$ cat src/rtl/ctrl_pkg.sv
// rtl/ctrl_pkg.sv - opcodes, ALU/WB/divide codes and the control bundle type
package ctrl_pkg;

  localparam logic [6:0] OP     = 7'b0110011;
  localparam logic [6:0] OP_IMM = 7'b0010011;
  localparam logic [6:0] LOAD   = 7'b0000011;
  localparam logic [6:0] STORE  = 7'b0100011;
  localparam logic [6:0] BRANCH = 7'b1100011;
  localparam logic [6:0] JAL    = 7'b1101111;
  localparam logic [6:0] JALR   = 7'b1100111;
  localparam logic [6:0] LUI    = 7'b0110111;
  localparam logic [6:0] AUIPC  = 7'b0010111;
  localparam logic [6:0] SYSTEM = 7'b1110011;

  localparam logic [6:0] F7_BASE   = 7'b0000000;
  localparam logic [6:0] F7_ALT    = 7'b0100000;
  localparam logic [6:0] F7_MULDIV = 7'b0000001;

  localparam logic [4:0] ALU_ADD    = 5'b00000;
  localparam logic [4:0] ALU_SUB    = 5'b00001;
  localparam logic [4:0] ALU_AND    = 5'b00010;
  localparam logic [4:0] ALU_OR     = 5'b00011;
  localparam logic [4:0] ALU_XOR    = 5'b00100;
  localparam logic [4:0] ALU_SLL    = 5'b00101;
  localparam logic [4:0] ALU_SRL    = 5'b00110;
  localparam logic [4:0] ALU_SRA    = 5'b00111;
  localparam logic [4:0] ALU_SLT    = 5'b01000;
  localparam logic [4:0] ALU_SLTU   = 5'b01001;
  localparam logic [4:0] ALU_LUI    = 5'b01010;
  localparam logic [4:0] ALU_MUL    = 5'b01011;
  localparam logic [4:0] ALU_MULH   = 5'b01100;
  localparam logic [4:0] ALU_MULHSU = 5'b01101;
  localparam logic [4:0] ALU_MULHU  = 5'b01110;
  localparam logic [4:0] ALU_NONE   = 5'b11111;

  localparam logic [1:0] WB_MEM = 2'b00;
  localparam logic [1:0] WB_ALU = 2'b01;
  localparam logic [1:0] WB_PC4 = 2'b10;

  localparam logic [1:0] DIV_DIV  = 2'b00;
  localparam logic [1:0] DIV_DIVU = 2'b01;
  localparam logic [1:0] DIV_REM  = 2'b10;
  localparam logic [1:0] DIV_REMU = 2'b11;

  typedef struct packed {
    logic       reg_wen;
    logic       mem_w;
    logic       mem_read;
    logic       b_sel;
    logic       a_sel;
    logic       br_un;
    logic       branch;
    logic       is_jalr;
    logic       redirect;
    logic       is_div;
    logic       trap_req;
    logic       illegal;
    logic [1:0] div_mode;
    logic [1:0] wb_sel;
    logic [4:0] alu_sel;
  } ctrl_t;

  // Base integer op selected by funct3, shared by OP and OP-IMM.
  function automatic logic [4:0] alu_from_f3(input logic [2:0] f3);
    case (f3)
      3'b000:  return ALU_ADD;
      3'b001:  return ALU_SLL;
      3'b010:  return ALU_SLT;
      3'b011:  return ALU_SLTU;
      3'b100:  return ALU_XOR;
      3'b101:  return ALU_SRL;
      3'b110:  return ALU_OR;
      default: return ALU_AND;
    endcase
  endfunction

endpackage

$ cat src/rtl/ctrl_decode_stage_comb.sv
// rtl/ctrl_decode_stage_comb.sv - combinational instruction to control bundle decoder
module ctrl_decode_comb
  import ctrl_pkg::*;
#(
  parameter bit HAS_M = 1'b1
) (
  input  logic [31:0] instr,
  output ctrl_t       ctrl
);

  logic [6:0] opc;
  logic [6:0] f7;
  logic [2:0] f3;
  logic       bad;
  ctrl_t      c;
  logic       unused_fields;

  assign opc = instr[6:0];
  assign f7  = instr[31:25];
  assign f3  = instr[14:12];
  assign unused_fields = ^{instr[24:15], instr[11:7]};

  always_comb begin
    c   = '0;
    bad = 1'b0;
    case (opc)
      OP: begin
        c.reg_wen = 1'b1;
        c.wb_sel  = WB_ALU;
        if (f7 == F7_BASE) begin
          c.alu_sel = alu_from_f3(f3);
        end else if (f7 == F7_ALT) begin
          if (f3 == 3'b000)      c.alu_sel = ALU_SUB;
          else if (f3 == 3'b101) c.alu_sel = ALU_SRA;
          else                   bad = 1'b1;
        end else if (f7 == F7_MULDIV && HAS_M) begin
          case (f3)
            3'b000: c.alu_sel = ALU_MUL;
            3'b001: c.alu_sel = ALU_MULH;
            3'b010: c.alu_sel = ALU_MULHSU;
            3'b011: c.alu_sel = ALU_MULHU;
            default: begin
              // funct3[1:0] of DIV/DIVU/REM/REMU maps directly onto div_mode
              c.is_div   = 1'b1;
              c.alu_sel  = ALU_NONE;
              c.div_mode = f3[1:0];
            end
          endcase
        end else begin
          bad = 1'b1;
        end
      end
      OP_IMM: begin
        c.reg_wen = 1'b1;
        c.b_sel   = 1'b1;
        c.wb_sel  = WB_ALU;
        c.alu_sel = alu_from_f3(f3);
        if (f3 == 3'b001 && f7 != F7_BASE) bad = 1'b1;
        if (f3 == 3'b101) begin
          if (f7 == F7_ALT)        c.alu_sel = ALU_SRA;
          else if (f7 != F7_BASE)  bad = 1'b1;
        end
      end
      LOAD: begin
        c.reg_wen  = 1'b1;
        c.mem_read = 1'b1;
        c.b_sel    = 1'b1;
        c.wb_sel   = WB_MEM;
        c.alu_sel  = ALU_ADD;
        if (f3 == 3'b011 || f3 == 3'b110 || f3 == 3'b111) bad = 1'b1;
      end
      STORE: begin
        c.mem_w   = 1'b1;
        c.b_sel   = 1'b1;
        c.alu_sel = ALU_ADD;
        if (f3 > 3'b010) bad = 1'b1;
      end
      AUIPC: begin
        c.reg_wen = 1'b1;
        c.a_sel   = 1'b1;
        c.b_sel   = 1'b1;
        c.wb_sel  = WB_ALU;
        c.alu_sel = ALU_ADD;
      end
      LUI: begin
        c.reg_wen = 1'b1;
        c.b_sel   = 1'b1;
        c.wb_sel  = WB_ALU;
        c.alu_sel = ALU_LUI;
      end
      JAL: begin
        c.reg_wen  = 1'b1;
        c.a_sel    = 1'b1;
        c.b_sel    = 1'b1;
        c.wb_sel   = WB_PC4;
        c.redirect = 1'b1;
        c.alu_sel  = ALU_ADD;
      end
      JALR: begin
        c.reg_wen  = 1'b1;
        c.is_jalr  = 1'b1;
        c.b_sel    = 1'b1;
        c.wb_sel   = WB_PC4;
        c.redirect = 1'b1;
        c.alu_sel  = ALU_ADD;
        if (f3 != 3'b000) bad = 1'b1;
      end
      BRANCH: begin
        c.branch  = 1'b1;
        c.a_sel   = 1'b1;
        c.b_sel   = 1'b1;
        c.alu_sel = ALU_ADD;
        c.br_un   = f3[2] & f3[1];
        if (f3 == 3'b010 || f3 == 3'b011) bad = 1'b1;
      end
      SYSTEM: begin
        c.trap_req = 1'b1;
        c.alu_sel  = ALU_NONE;
      end
      default: bad = 1'b1;
    endcase

    // An illegal encoding collapses to a pure trap with no side effects.
    if (bad || instr[1:0] != 2'b11) begin
      c          = '0;
      c.illegal  = 1'b1;
      c.trap_req = 1'b1;
      c.alu_sel  = ALU_NONE;
    end
  end

  assign ctrl = c;

endmodule

$ cat src/rtl/ctrl_decode_stage.sv
// rtl/ctrl_decode_stage.sv - registered decode stage with handshake, flush and divider interlock
module ctrl_decode_stage
  import ctrl_pkg::*;
#(
  parameter int XLEN       = 32,
  parameter bit HAS_M      = 1'b1,
  parameter int DIV_CYCLES = 32
) (
  input  logic            clk,
  input  logic            rst,
  input  logic            in_valid,
  output logic            in_ready,
  input  logic [31:0]     instr,
  input  logic [XLEN-1:0] pc,
  input  logic            flush_i,
  output logic            out_valid,
  input  logic            out_ready,
  output logic [XLEN-1:0] out_pc,
  output logic [31:0]     out_instr,
  output logic            regWEn,
  output logic            MemW,
  output logic            memRead,
  output logic            BSel,
  output logic            ASel,
  output logic            BrUn,
  output logic            branch,
  output logic            is_jalr,
  output logic            redirect,
  output logic            is_div,
  output logic            trapReq,
  output logic            illegal,
  output logic [1:0]      div_mode,
  output logic [1:0]      WBSel,
  output logic [4:0]      ALUSel,
  output logic            div_busy
);

  localparam logic [7:0] DIV_LOAD = 8'(DIV_CYCLES);

  ctrl_t           dec;
  ctrl_t           ctrl_q;
  logic            valid_q;
  logic [XLEN-1:0] pc_q;
  logic [31:0]     instr_q;
  logic [7:0]      div_cnt;
  logic            accept;
  logic            fire;

  ctrl_decode_comb #(.HAS_M(HAS_M)) u_dec (
    .instr (instr),
    .ctrl  (dec)
  );

  assign div_busy  = (div_cnt != 8'd0);
  assign out_valid = valid_q & ~div_busy;
  assign in_ready  = ~flush_i & (~valid_q | (out_ready & ~div_busy));
  assign accept    = in_valid & in_ready;
  assign fire      = out_valid & out_ready;

  always_ff @(posedge clk) begin
    if (rst) begin
      valid_q <= 1'b0;
      ctrl_q  <= '0;
      pc_q    <= '0;
      instr_q <= '0;
    end else if (flush_i) begin
      valid_q <= 1'b0;
    end else if (accept) begin
      valid_q <= 1'b1;
      ctrl_q  <= dec;
      pc_q    <= pc;
      instr_q <= instr;
    end else if (fire) begin
      valid_q <= 1'b0;
    end
  end

  // Flush deliberately leaves the counter alone: an issued divide still occupies the unit.
  always_ff @(posedge clk) begin
    if (rst) begin
      div_cnt <= 8'd0;
    end else if (fire && ctrl_q.is_div) begin
      div_cnt <= DIV_LOAD;
    end else if (div_busy) begin
      div_cnt <= div_cnt - 8'd1;
    end
  end

  assign out_pc    = pc_q;
  assign out_instr = instr_q;
  assign regWEn    = ctrl_q.reg_wen;
  assign MemW      = ctrl_q.mem_w;
  assign memRead   = ctrl_q.mem_read;
  assign BSel      = ctrl_q.b_sel;
  assign ASel      = ctrl_q.a_sel;
  assign BrUn      = ctrl_q.br_un;
  assign branch    = ctrl_q.branch;
  assign is_jalr   = ctrl_q.is_jalr;
  assign redirect  = ctrl_q.redirect;
  assign is_div    = ctrl_q.is_div;
  assign trapReq   = ctrl_q.trap_req;
  assign illegal   = ctrl_q.illegal;
  assign div_mode  = ctrl_q.div_mode;
  assign WBSel     = ctrl_q.wb_sel;
  assign ALUSel    = ctrl_q.alu_sel;

endmodule

$ cat config.mk
export PLATFORM = sky130hd
export DESIGN_NAME = ctrl_decode_stage
export DESIGN_NICKNAME = d
export VERILOG_FILES = /design/src/rtl/ctrl_pkg.sv /design/src/rtl/ctrl_decode_stage_comb.sv /design/src/rtl/ctrl_decode_stage.sv
export SDC_FILE = /design/constraint.sdc
export NUM_CORES = 1
export LEC_CHECK = 0
export CORE_MARGIN = 1
export CORE_UTILIZATION = 53
export CTS_BUF_LIST = sky130_fd_sc_hd__clkbuf_8 sky130_fd_sc_hd__clkbuf_16
export DETAILED_ROUTE_END_ITERATION = 10
export PLACE_DENSITY = 0.91
export SYNTH_ARGS = -nofsm -noshare
export SYNTH_HDL_FRONTEND = slang
export SYNTH_HIERARCHICAL = 1
export SYNTH_SLANG_ARGS = --single-unit
$ cat constraint.sdc
create_clock -name clk -period 3.1 [get_ports clk]
set_input_delay 0.465 -clock clk [delete_from_list [all_inputs] [get_ports clk]]
set_output_delay 0.465 -clock clk [all_outputs]
set_load 0.005 [all_outputs]
==> qor.csv, run 1 <==
stage,metric,value,unit
layout,finalInstanceArea,9679,um2
yosys,yosysWarnings,6,
clock_tree,cts_htree_levels,3,
worst_setup_path,r2r_slack,0.91,ns
grt,antenna_found_initial,0,
timing,finalSetupTns,0,ns
timing,finalCriticalPeriod,2.795,ns
grt,grt_usage,28.57,%
floorplan,start_util,55.19,%
worst_setup_path,start_kind,primary input,
placed_design,hpwl,13130,um
placed_design,place_congestion,0.9270,
worst_setup_path,crit_fanout,10,
yosys,mappedNetlistNets,1051,
power,power_density,489.1,nW/um2
clock_tree,cts_root_buf,clkbuf_16,
drt,drc,0,
floorplan,rows,43,
clock_tree,cts_resized,0,
clock_tree,cts_buffer_depth,2,
clock_tree,postCtsSetupRepairBufs,0,
timing,skew,0.006916,ns
grt,grt_overflow,0,
worst_setup_path,path_class,in -> reg,
yosys,synth-seq-cells,94,
yosys,synth_common_cells,"clkbuf_1 (105), dfxtp_1 (94), nand2_1 (94)",
yosys,synthFlopType,dfxtp_1,
timing,hold_violations,0,
worst_setup_path,path_delay_family,simple AND/OR/NAND/NOR gates,
run,max-cap-violations,0,
yosys,syn_avg_cell_area,7.960,um2
outcome,status,"finished, final reports clean",
floorplan,dieWidth,123.4,um
drt,via_per_inst,6.814,
clock_tree,cts_sinks,94,
worst_setup_path,critPathMaxStageDelay,0.60,ns
floorplan,io_pins,157,
yosys,yosysTopAreaCell,dfxtp_1,
timing,final_max_slew_viol_count,0,
floorplan,coreArea,14150,um2
worst_setup_path,cp.arrival,3.09,ns
grt,grt_pass1_vias,7099,
drt,finalWirelength,22320,um
clock_tree,numCtsBuffers,9,
drt,ant_nets,0,
layout,n_antenna_cell,0,
grt,grt_pass1_wl,35490,um
timing,timing.hold.ws,0.5268,ns
hold_path,hp-class,reg -> reg,
worst_setup_path,crit_chain,clkdlybuf4s50_1 > nor3_1 > buf_4 > o2111ai_1 > a311oi_1 > and4_4 > inv_8 > nor2_1 > or4b_2 > nand4_1,
worst_setup_path,critPathLaunch,instr[26],
drt,drt_iter0_markers,921,
yosys,synth_most_common_cell,clkbuf_1,
hold_path,min-delay-start,div_cnt[1]$_SDFFE_PP0P_,
yosys,yosys-top-cells-area,"dfxtp_1 (24%), nor4bb_1 (11%), or4b_2 (10%), a211o_1 (9.8%), nand3b_1 (8.4%)",
yosys,seq_area_frac_synth,24.10,%
timing,slew_headroom,39.93,%
clock_tree,cts_tree,built,
yosys,synth_edf_count,0,
clock_tree,clock_latency,0.35,ns
power,ir_drop,623.1,uV
floorplan,die_area,15220,um2
drt,vias,8361,
worst_setup_path,rr_startpoint,div_cnt[0]$_SDFFE_PP0P_,
clock_tree,ctsHoldBuffers,0,
grt,grt_max_degree,171,
worst_setup_path,critical_path_required,3.40,ns
timing,worst_pin_slew,0.9010,ns
power,p_leak,0.003107,uW
yosys,async_flop_share,0,%
timing,setup_viol,0,
drt,wire_per_inst,18.19,um
floorplan,die_y,123.4,um
worst_setup_path,path_buf_inv,3,
timing,fin_crit_sh,90.18,%
placed_design,placed_area,9378,um2
yosys,mappedNetlistArea,7809,um2
layout,syn2layout_area_growth,23.95,%
worst_setup_path,end_kind,register,
placed_design,port_buffers,156,
worst_setup_path,crit_path_top_delay_cell,or4b_2,
drt,drtPass1Iterations,8,
clock_tree,clk_pin_slew,0.07,ns
layout,fin_nets,1112,
layout,drive_gt1_share,14.52,%
yosys,synth_cell_types,58,
yosys,synthesis.instances,981,
timing,max_freq,357.7,MHz
yosys,synth_top_area_share,24.10,%
timing,rsz0062_at_grt,no,
layout make-up:
| type | instances | area, um2 |
|---|---|---|
| clock buffer | 10 | 239.0 |
| clock inverter | 6 | 62.56 |
| fill | 1141 | 4471 |
| inverter | 9 | 41.29 |
| multi-input combinational | 735 | 5290 |
| sequential | 94 | 1886 |
| tap | 180 | 225.2 |
| timing repair buffer | 193 | 1936 |
registers in the layout, summed over array words and instances, names as in the netlist:
name,cells
is_div,1
regWEn,1
redirect,1
BSel,1
out_instr,32
illegal,1
ASel,1
MemW,1
trapReq,1
is_jalr,1
div_cnt,8
valid_q,1
div_mode,2
memRead,1
out_pc,32
branch,1
WBSel,2
BrUn,1
ALUSel,5
cells in the final DEF (no fill, tap or decap), types with 2 or more instances in the layout:
cell type / n
nor4bb_1: 85
or4b_2: 78
nand3_1: 92
nor2_1: 17
clkinvlp_4: 2
xnor2_1: 4
nor3b_1: 4
o21ai_0: 7
buf_4: 30
inv_1: 9
buf_12: 8
a31oi_1: 5
nand2_1: 94
or2_2: 2
clkbuf_16: 9
and2_1: 4
nand4b_1: 3
o221ai_1: 2
a211o_1: 87
or4b_1: 7
nor3_2: 5
o41ai_1: 2
nand4_1: 88
clkdlybuf4s50_1: 153
nor4_1: 2
nand2b_1: 5
or4_1: 2
and3_1: 2
nand3b_1: 87
or3_1: 2
clkbuf_8: 2
dfxtp_1: 93
a21oi_1: 10
a31o_2: 2
a21o_1: 2
nor3_1: 12
routing by layer:
layer	vias to the layer above	GRT usage, %	wire length (um)
met5	-	0	0
met4	0	11.67	521
met3	41	4.382	1182
met2	289	44.10	10370
met1	4091	39.52	10250
li1	3940	-	-
report_power, final:
group / internal [uW] / leakage, uW / switching [uW] / total (uW)
clock: 645 / 0.000146 / 509 / 1150
combinational: 753 / 0.00219 / 1320 / 2080
sequential: 1350 / 0.000770 / 150 / 1500
path summary, 6_finish.rpt:
check | end | depth (start not counted)
worst max-delay path | redirect$_SDFFE_PP0P_ | 10
worst min-delay path | div_cnt[1]$_SDFFE_PP0P_ | 2
worst max register to register | BSel$_SDFFE_PP0P_ | 6
worst min register to register | div_cnt[1]$_SDFFE_PP0P_ | 2
worst min-delay path, stage by stage, from the launching register on:
cell	delay [ns]
dfxtp_1	0.34
nand4_1	0.08
a21oi_1	0.06
through the flow:
step / total power [uW] / std cells / utilization, % / worst slack (ns)
2_1_floorplan: 2928 / 981 / - / 0.5948
3_3_place_gp: 3538 / 1211 / 66.27 / -0.03643
3_5_place_dp: 3565 / 1211 / 66.27 / -0.06683
4_1_cts: 4716 / 1227 / 68.41 / 0.2883
5_1_grt: 4966 / 1227 / 68.41 / 0.1514
6_report: 4734 / 1227 / 68.41 / 0.3046
kinds of logic after synthesis:
| group | after synthesis | synth area share (%) |
|---|---|---|
| and+or+nand+nor | 601 | 53.53 |
| buffers and inverters | 152 | 8.300 |
| AOI/OAI and AO/OA | 127 | 13.20 |
| DFF | 94 | 24.10 |
| xor gates and xnor gates | 5 | 0.5608 |
| muxes | 1 | 0.1442 |
| adders and majority gates | 1 | 0.1602 |
(Power assumes the default switching activity.)
==> run 2, diff against run 1 <==
--- a/config.mk
+++ b/config.mk
@@ -8,8 +8,10 @@
 export CORE_MARGIN = 1
 export CORE_UTILIZATION = 53
 export CTS_BUF_LIST = sky130_fd_sc_hd__clkbuf_8 sky130_fd_sc_hd__clkbuf_16
+export CTS_CLUSTER_SIZE = 16
 export DETAILED_ROUTE_END_ITERATION = 10
 export PLACE_DENSITY = 0.91
+export SKIP_CTS_REPAIR_TIMING = 1
 export SYNTH_ARGS = -nofsm -noshare
 export SYNTH_HDL_FRONTEND = slang
 export SYNTH_HIERARCHICAL = 1
==> constraint.sdc (replaced) <==
create_clock -name clk -period 3.1 [get_ports clk]
set_input_delay 0.62 -clock clk [delete_from_list [all_inputs] [get_ports clk]]
set_output_delay 0.62 -clock clk [all_outputs]
set_load 0.005 [all_outputs]
==> qor.csv, run 2 (synthesized netlist as in run 1, its figures left out) <==
stage,metric,value,unit,change
outcome,status,"finished, final reports clean",,
worst_setup_path,crit_fanout,10,,unchanged
worst_setup_path,critical_path_required,3.39,ns,about the same
grt,grt_overflow,0,,unchanged
drt,finalWirelength,23210,um,+4.0%
power,p_leak,0.003204,uW,+3.1%
power,ir_drop,848.0,uV,+36%
drt,drc,0,,unchanged
timing,max_freq,340.7,MHz,-4.8%
clock_tree,clk_pin_slew,0.07,ns,about the same
worst_setup_path,path_class,in -> reg,,
clock_tree,clock_latency,0.35,ns,about the same
placed_design,placed_area,9538,um2,+1.7%
clock_tree,numCtsBuffers,9,,unchanged
drt,wire_per_inst,18.57,um,+2.1%
timing,finalSetupTns,0,ns,unchanged
hold_path,hp-class,reg -> reg,,
layout,drive_gt1_share,16.45,%,+1.9 points
placed_design,hpwl,13650,um,+4.0%
clock_tree,cts_htree_levels,3,,unchanged
drt,ant_nets,0,,unchanged
floorplan,rows,43,,unchanged
timing,final_max_slew_viol_count,0,,unchanged
placed_design,place_congestion,0.9372,,+1.1%
floorplan,dieWidth,123.4,um,unchanged
timing,timing.hold.ws,0.5374,ns,+0.01057 ns
layout,finalInstanceArea,9819,um2,+1.4%
layout,final_cell_mix,"clkdlybuf4s50_1 (153), nand2_1 (94), dfxtp_1 (93), nand3_1 (92), nand4_1 (88)",,
drt,vias,8442,,+0.97%
worst_setup_path,cp.arrival,3.23,ns,+0.14 ns
timing,slew_headroom,44.95,%,+5.0 points
drt,drt_iter0_markers,916,,-0.54%
grt,antenna_found_initial,0,,unchanged
timing,finalCriticalPeriod,2.936,ns,+0.1401 ns
floorplan,start_util,55.19,%,unchanged
timing,worst_pin_slew,0.8258,ns,-0.07524 ns
floorplan,coreArea,14150,um2,unchanged
placed_design,port_buffers,156,,unchanged
floorplan,io_pins,157,,unchanged
layout,fin_nets,1135,,+2.1%
grt,grt_max_degree,171,,unchanged
placed_design,preCtsSetupSlack,-0.1553,ns,-0.08843 ns
floorplan,die_y,123.4,um,unchanged
grt,grt_pass1_wl,37050,um,+4.4%
timing,hold_violations,0,,unchanged
clock_tree,cts_sinks,94,,unchanged
drt,via_per_inst,6.754,,-0.89%
clock_tree,cts_tree,built,,
power,power,4697,uW,-0.78%
timing,rsz0062_at_grt,no,,
grt,grt_usage,29.87,%,+1.3 points
timing,skew,0.007788,ns,+0.0008724 ns
clock_tree,cts_buffer_depth,2,,unchanged
floorplan,die_area,15220,um2,unchanged
grt,grt_pass1_vias,7322,,+3.1%
timing,setup_viol,0,,unchanged
power,power_density,478.4,nW/um2,-2.2%
clock_tree,cts_root_buf,clkbuf_16,,
worst_setup_path,end_kind,register,,
timing,fin_crit_sh,94.69,%,+4.5 points
layout,syn2layout_area_growth,25.75,%,
timing,worst_slack,0.1645,ns,-0.1401 ns
run,max-cap-violations,0,,unchanged
worst_setup_path,start_kind,primary input,,
layout,n_antenna_cell,0,,unchanged
drt,drtPass1Iterations,6,,-2
layout,final_common_cell,clkdlybuf4s50_1,,
[run 2: where the power goes]
part,internal [uW],total [uW],switching [uW]
Sequential,1350,1500,145
Clock,570,1090,519
Combinational,767,2110,1340
[run 2: critical path, cell delays in order]
cell and delay [ns]:
clkdlybuf4s50_1 0.46, or3_1 0.43, nor3_1 0.28, a211o_1 0.18, and4_4 0.28, inv_8 0.06, nor3_2 0.19, or4b_2 0.60
nand4_1 0.12
[run 2: worst paths after layout]
path | endpoint | depth (start not counted) | slack [ns] | start
worst max-delay path | branch$_SDFFE_PP0P_ | 9 | 0.16 | instr[26]
worst min-delay path | redirect$_SDFFE_PP0P_ | 2 | 0.54 | redirect$_SDFFE_PP0P_
worst max register to register | out_pc[30]$_SDFFE_PP0P_ | 6 | 0.94 | div_cnt[0]$_SDFFE_PP0P_
worst min register to register | redirect$_SDFFE_PP0P_ | 2 | 0.54 | redirect$_SDFFE_PP0P_
[run 2: area by class of cell]
cell class,instances,area [um2]
Clock buffer,10,239.0
Clock inverter,6,42.54
Fill cell,1121,4330
Inverter,9,41.29
Multi-Input combinational cell,735,5290
Sequential cell,94,1886
Tap cell,180,225.2
Timing Repair Buffer,216,2096
[run 2: per-stage QoR]
stage | cells | utilization, %
2_1_floorplan | 981 | -
3_5_place_dp | 1234 | 67.41
5_1_grt | 1250 | 69.40
6_report | 1250 | 69.40
4_1_cts | 1250 | 69.40
3_3_place_gp | 1234 | 67.41
[run 2: routing by layer]
metal  track usage (%)  up-vias  part of all wire (%)
li1                  -     3987                     -
met1             40.78     4098                    43
met2             47.35      326                    48
met3             5.766       31                   7.0
met4             8.961        0                   1.6
met5                 0        -                     0
==> run 3, diff against run 2 <==
==> constraint.sdc (replaced) <==
create_clock -name clk -period 3.1 [get_ports clk]
set_input_delay 0.62 -clock clk [delete_from_list [all_inputs] [get_ports clk]]
set_output_delay 0.62 -clock clk [all_outputs]
set_load 0.01 [all_outputs]
==> results of run 3 <==
The final DEF is identical to that of run 2. Status: finished, final reports clean.
Main changes from that run: total power 4697 uW -> 4744 uW; worst IR drop on VDD 848.0 uV -> 848.8 uV
